**src/rtl/vga_mem_arbiter.sv**
```systemverilog
// Shares one single-port frame memory between VGA scan-out reads (high priority) and pixel-writer writes.
// Optional macro VGA_ARB_STATS_EN adds 16-bit saturating grant counters with a synchronous clear.
module vga_mem_arbiter #(
  parameter int ADDR_W     = 18,
  parameter int DATA_W     = 16,
  parameter int STARVE_MAX = 7,
  parameter int TIMEOUT    = 63
) (
  input  logic              clk,
  input  logic              rst,
  input  logic              vblank,
  input  logic              disp_req,
  input  logic [ADDR_W-1:0] disp_addr,
  output logic              disp_ack,
  output logic [DATA_W-1:0] disp_rdata,
  input  logic              wr_req,
  input  logic [ADDR_W-1:0] wr_addr,
  input  logic [DATA_W-1:0] wr_data,
  output logic              wr_ack,
  output logic              mem_req,
  output logic              mem_we,
  output logic [ADDR_W-1:0] mem_addr,
  output logic [DATA_W-1:0] mem_wdata,
  input  logic [DATA_W-1:0] mem_rdata,
  input  logic              mem_ack,
  output logic              err_timeout,
`ifdef VGA_ARB_STATS_EN
  input  logic              stat_clr,
  output logic [15:0]       stat_disp_grants,
  output logic [15:0]       stat_wr_grants,
  output logic [15:0]       stat_forced,
`endif
  output logic [1:0]        state_dbg
);

  // Handshake: a requester raises req with stable address/data and holds it until its ack,
  // a registered one-cycle pulse. Memory side: mem_req and its qualifiers stay constant until
  // a one-cycle mem_ack (or the timeout), then mem_req drops for at least one idle cycle.

  localparam int SW = (STARVE_MAX > 0) ? $clog2(STARVE_MAX + 1) : 1;
  localparam int TW = (TIMEOUT > 1) ? $clog2(TIMEOUT + 1) : 1;

  typedef enum logic [1:0] {
    IDLE      = 2'd0,
    DISP_BUSY = 2'd1,
    WR_BUSY   = 2'd2
  } state_t;

  state_t        state, state_next;
  logic [SW-1:0] starve_cnt;
  logic [TW-1:0] tcnt;
  logic          starve_max;
  logic          wr_wins;
  logic          grant_disp, grant_wr, forced;
  logic          done, abort;

  assign starve_max = (starve_cnt == SW'(STARVE_MAX));
  assign state_dbg  = state;

  always_ff @(posedge clk or negedge rst) begin
    if (!rst) state <= IDLE;
    else      state <= state_next;
  end

  // The winner is picked from the raw requests; if that winner is still acking it simply waits a
  // cycle rather than handing the slot to the other side, which keeps the 7:1 starvation cadence.
  always_comb begin
    state_next = state;
    wr_wins    = wr_req && (vblank || !disp_req || starve_max);
    grant_disp = 1'b0;
    grant_wr   = 1'b0;
    forced     = 1'b0;
    done       = 1'b0;
    abort      = 1'b0;
    unique case (state)
      IDLE: begin
        if (wr_wins) begin
          if (!wr_ack) begin
            grant_wr   = 1'b1;
            forced     = !vblank && disp_req && starve_max;
            state_next = WR_BUSY;
          end
        end else if (disp_req && !disp_ack) begin
          grant_disp = 1'b1;
          state_next = DISP_BUSY;
        end
      end
      DISP_BUSY, WR_BUSY: begin
        if (mem_ack) begin
          done       = 1'b1;
          state_next = IDLE;
        end else if (tcnt == TW'(TIMEOUT - 1)) begin
          abort      = 1'b1;
          state_next = IDLE;
        end
      end
      default: state_next = IDLE;
    endcase
  end

  always_ff @(posedge clk or negedge rst) begin
    if (!rst) begin
      mem_req     <= 1'b0;
      mem_we      <= 1'b0;
      mem_addr    <= '0;
      mem_wdata   <= '0;
      disp_ack    <= 1'b0;
      wr_ack      <= 1'b0;
      disp_rdata  <= '0;
      err_timeout <= 1'b0;
      tcnt        <= '0;
    end else begin
      disp_ack <= 1'b0;
      wr_ack   <= 1'b0;
      if (grant_disp || grant_wr) begin
        mem_req   <= 1'b1;
        mem_we    <= grant_wr;
        mem_addr  <= grant_wr ? wr_addr : disp_addr;
        mem_wdata <= grant_wr ? wr_data : '0;
        tcnt      <= '0;
      end else if (done || abort) begin
        mem_req  <= 1'b0;
        disp_ack <= (state == DISP_BUSY);
        wr_ack   <= (state == WR_BUSY);
        if (state == DISP_BUSY) disp_rdata <= done ? mem_rdata : '0;
        if (abort) err_timeout <= 1'b1;
      end else if (state != IDLE) begin
        tcnt <= tcnt + TW'(1);
      end
    end
  end

  always_ff @(posedge clk or negedge rst) begin
    if (!rst) begin
      starve_cnt <= '0;
    end else if (!wr_req || grant_wr) begin
      starve_cnt <= '0;
    end else if (grant_disp && !starve_max) begin
      starve_cnt <= starve_cnt + SW'(1);
    end
  end

`ifdef VGA_ARB_STATS_EN
  always_ff @(posedge clk or negedge rst) begin
    if (!rst) begin
      stat_disp_grants <= '0;
      stat_wr_grants   <= '0;
      stat_forced      <= '0;
    end else if (stat_clr) begin
      stat_disp_grants <= '0;
      stat_wr_grants   <= '0;
      stat_forced      <= '0;
    end else begin
      if (grant_disp && stat_disp_grants != 16'hFFFF) stat_disp_grants <= stat_disp_grants + 16'd1;
      if (grant_wr && stat_wr_grants != 16'hFFFF)     stat_wr_grants   <= stat_wr_grants + 16'd1;
      if (forced && stat_forced != 16'hFFFF)          stat_forced      <= stat_forced + 16'd1;
    end
  end
`endif

endmodule

```
**config.mk**
```make
export PLATFORM = sky130hd
export DESIGN_NAME = vga_mem_arbiter
export DESIGN_NICKNAME = d
export VERILOG_FILES = /design/src/rtl/vga_mem_arbiter.sv
export SDC_FILE = /design/constraint.sdc
export NUM_CORES = 1
export LEC_CHECK = 0
export ABC_CLOCK_PERIOD_IN_PS = 2500
export CELL_PAD_IN_SITES_DETAIL_PLACEMENT = 1
export CELL_PAD_IN_SITES_GLOBAL_PLACEMENT = 1
export CORE_AREA = 2 2 101 103
export DETAILED_ROUTE_END_ITERATION = 10
export DIE_AREA = 0 0 103 105
export PLACE_DENSITY = 0.82
export SLEW_MARGIN = 20
export SYNTH_ARGS = -nofsm -noshare
export SYNTH_HDL_FRONTEND = slang
export SYNTH_SLANG_ARGS = --single-unit
```
**constraint.sdc**
```tcl
create_clock -name clk -period 2.5 [get_ports clk]
set_input_delay 0.5 -clock clk [delete_from_list [all_inputs] [get_ports clk]]
set_output_delay 0.5 -clock clk [all_outputs]
set_load 0.005 [all_outputs]
```
==> out/summary.txt <==
Hold Crit Class -> in -> async
Commonest cells after routing, fill and taps aside -> 129 x clkdlybuf4s50_1, 66 x dfrtp_1, 41 x o21ai_0
Worst-path clk slew -> 80 ps
Die area -> 0.0108 mm²
Largest family of logic cells by synthesized area -> compound AO/OA/AOI/OAI gates
PD cells -> 1070 mW/mm²
Largest net degree at the start of global routing -> 54
Dpl hpwl -> 6.54 mm
Clk_skew -> 11.0 ps
CTS root buf -> clkbuf_8
Max cap viols -> 0
Syn Area/Cell -> 10.7 µm²
RSZ-0062 raised after global routing -> no
Kind of critical path -> reg -> reg
Max IR drop VDD -> 0.427 mV
Ys flop type -> dfrtp_1
Dpl cells -> 531
Commonest non-fill, non-tap cell in the layout -> clkdlybuf4s50_1
Post-CTS setup buffers -> 0
Syn nets -> 356
Post-Syn Instances -> 275
Final Worst Setup Slack -> 243 ps
CTS tree -> yes
GRT Util Overall -> 0.164
Wire per inst -> 16.2 µm
Startpoint Class -> flip-flop
Critical Path AT -> 2480 ps
Xor and xnor area share after synthesis -> 0.00297
GRT Residual Overflow -> 0
Placed Area -> 0.00444 mm²
Layout Cells excl Fill -> 547
Vias post-DR -> 2,583
Critical path, cell by cell -> ha_1 > ha_1 > nor3b_2 > nand2b_1 > o211a_1 > o21bai_1 > mux2_2
Maximum clock rate -> 443 MHz
Hold buffer count at CTS -> 0
Layout cell share with drive strength beyond 1 -> 0.0773
Status -> finished clean
Worst Reg2Reg Path Length in Cells -> 7
# rows -> 36
Mux contribution to synthesized area -> 0.0683
Pleak -> 2.09 nW
Crit path largest cell delay -> 410 ps
Htree depth -> 3
Top cell type's share of synthesized area -> 0.560
Pre-antenna DRT Iters -> 4
Final Util -> 0.485
Min Tclk post-route -> 2260 ps
Final net count -> 490
Cell area after layout -> 0.00467 mm²
CTS-repair resized insts -> 0
Crit-path max FO -> 5
Reg2reg start -> starve_cnt[0]$_DFFE_PN0P_
Initial antenna violation count -> 0
Avg Vias per Cell -> 4.72
Slew Viols, Final -> 0
Worst Setup End Kind -> flip-flop
RD Place Congestion -> 0.813
Maximum clock insertion buffer count -> 2
Worst Hold Margin -> 74.1 ps
WP buf/inv -> 0
Pre-CTS WS -> 117 ps
# IOs -> 131
Post-synthesis adder-cell area fraction -> 0.0297
DIE WIDTH -> 103 µm
Top delay family on crit path -> simple AND/OR/NAND/NOR gates
CP max stage cell -> dfrtp_1
Req. time, crit path -> 2720 ps
CP Depth -> 7
Buffers on Ports -> 130
Cell taking the most area after synthesis -> dfrtp_1
Yosys warns -> 0
Number of diodes -> 0
Clock Sinks -> 66
Flop-to-flop setup slack -> 240 ps
Reg2reg end -> state_dbg[1]$_DFFE_PN0P_
Die height -> 105 µm
Core area -> 0.00964 mm²
Total negative setup slack -> 0 ps
Post-synth EDFFs -> 0
Final Hold Vio Count -> 0
First-pass GRT wire length -> 14.0 mm
Netlist Area Pre-Place -> 0.00295 mm²
Netlist cell types -> 37
Synth Area in Simple Gates -> 0.120
Least-Margin Pin Slew -> 422 ps
Power, Total -> 5.02 mW
# setup viols final -> 0
Asr flop ratio synth -> 1.00
Tcrit/Tclk final -> 0.903
Drt drc -> 0
Sequential share of the synthesized area -> 0.560
Drt total wl -> 8.86 mm
Most used cell along the critical path -> ha_1
Initial Util -> 0.306
Antenna Nets Post-Route -> 0
Clk_lat worst skew -> 340 ps
Yosys reg bits -> 66
Initial drt markers -> 39
CTS buffer count -> 9
Fraction of the mapped netlist area in compound gates -> 0.160
Max-Slew Margin vs Limit -> 0.715
Dominant cells by area after synthesis -> dfrtp_1 56%, o21ai_0 7.0%, mux2i_1 6.4%, a22o_1 4.8%, nand2_1 3.7%
Area growth syn-to-layout -> 58.4%
Number of global-route vias before repair -> 2,848
## power breakdown
group          internal [mW]  total, mW  switching, mW
clock network          0.591       1.03          0.441
registers               1.50       1.76          0.258
logic                   1.28       2.22          0.942
total                   3.37       5.02           1.64
## metal layers
layer  vias to the layer above  GRT usage  share of wire
met5                         -          0              0
met4                         0     0.0432          0.014
met3                        10     0.0468          0.071
met2                        87      0.285           0.50
met1                      1264      0.197           0.41
li1                       1222          -              -
## logic make-up after synthesis
family / Yosys count
AO/OA/AOI/OAI: 73
XOR/XNOR: 1
adder cells (fa/ha/maj): 7
buffers and inverters: 37
flip-flops: 66
multiplexers: 20
AND/OR/NAND/NOR: 71
## area by class of cell
class / instances / area, µm²
repair buffers: 138 / 1390
multi-input cells: 172 / 1150
clock buffers: 10 / 138
well taps: 133 / 166
flip-flops and latches: 66 / 1650
clock inverters: 6 / 88.8
inverters: 22 / 82.6
fillers: 1089 / 4970
## state kept, by name, indices dropped and copies added, names as in the netlist
name,flops
mem_addr,18
tcnt,6
starve_cnt,3
disp_rdata,16
disp_ack,1
state_dbg,2
mem_wdata,16
err_timeout,1
mem_req,1
wr_ack,1
mem_we,1
## synth_stat cells, drive strengths merged, types with 5 or more instances
cell	n
mux2i	19
inv	22
dfrtp	66
nand3	19
nand2	29
buf	9
a22o	16
clkbuf	6
nor2	6
o21ai	43
a21oi	5
ha	7
## how the worst max path moves through the flow
| stage | from | endpoint | slack (ps) |
|---|---|---|---|
| final | starve_cnt[0]$_DFFE_PN0P_ | state_dbg[1]$_DFFE_PN0P_ | 240 |
| after global routing | starve_cnt[0]$_DFFE_PN0P_ | state_dbg[1]$_DFFE_PN0P_ | 70 |
| after CTS | starve_cnt[0]$_DFFE_PN0P_ | state_dbg[1]$_DFFE_PN0P_ | 240 |
| after detailed placement | disp_req | state_dbg[1]$_DFFE_PN0P_ | 120 |
| after global placement | disp_req | state_dbg[1]$_DFFE_PN0P_ | 190 |
| after floorplan | starve_cnt[0]$_DFFE_PN0P_ | state_dbg[1]$_DFFE_PN0P_ | 470 |
No activity file was read; power rests on OpenSTA's default activity.
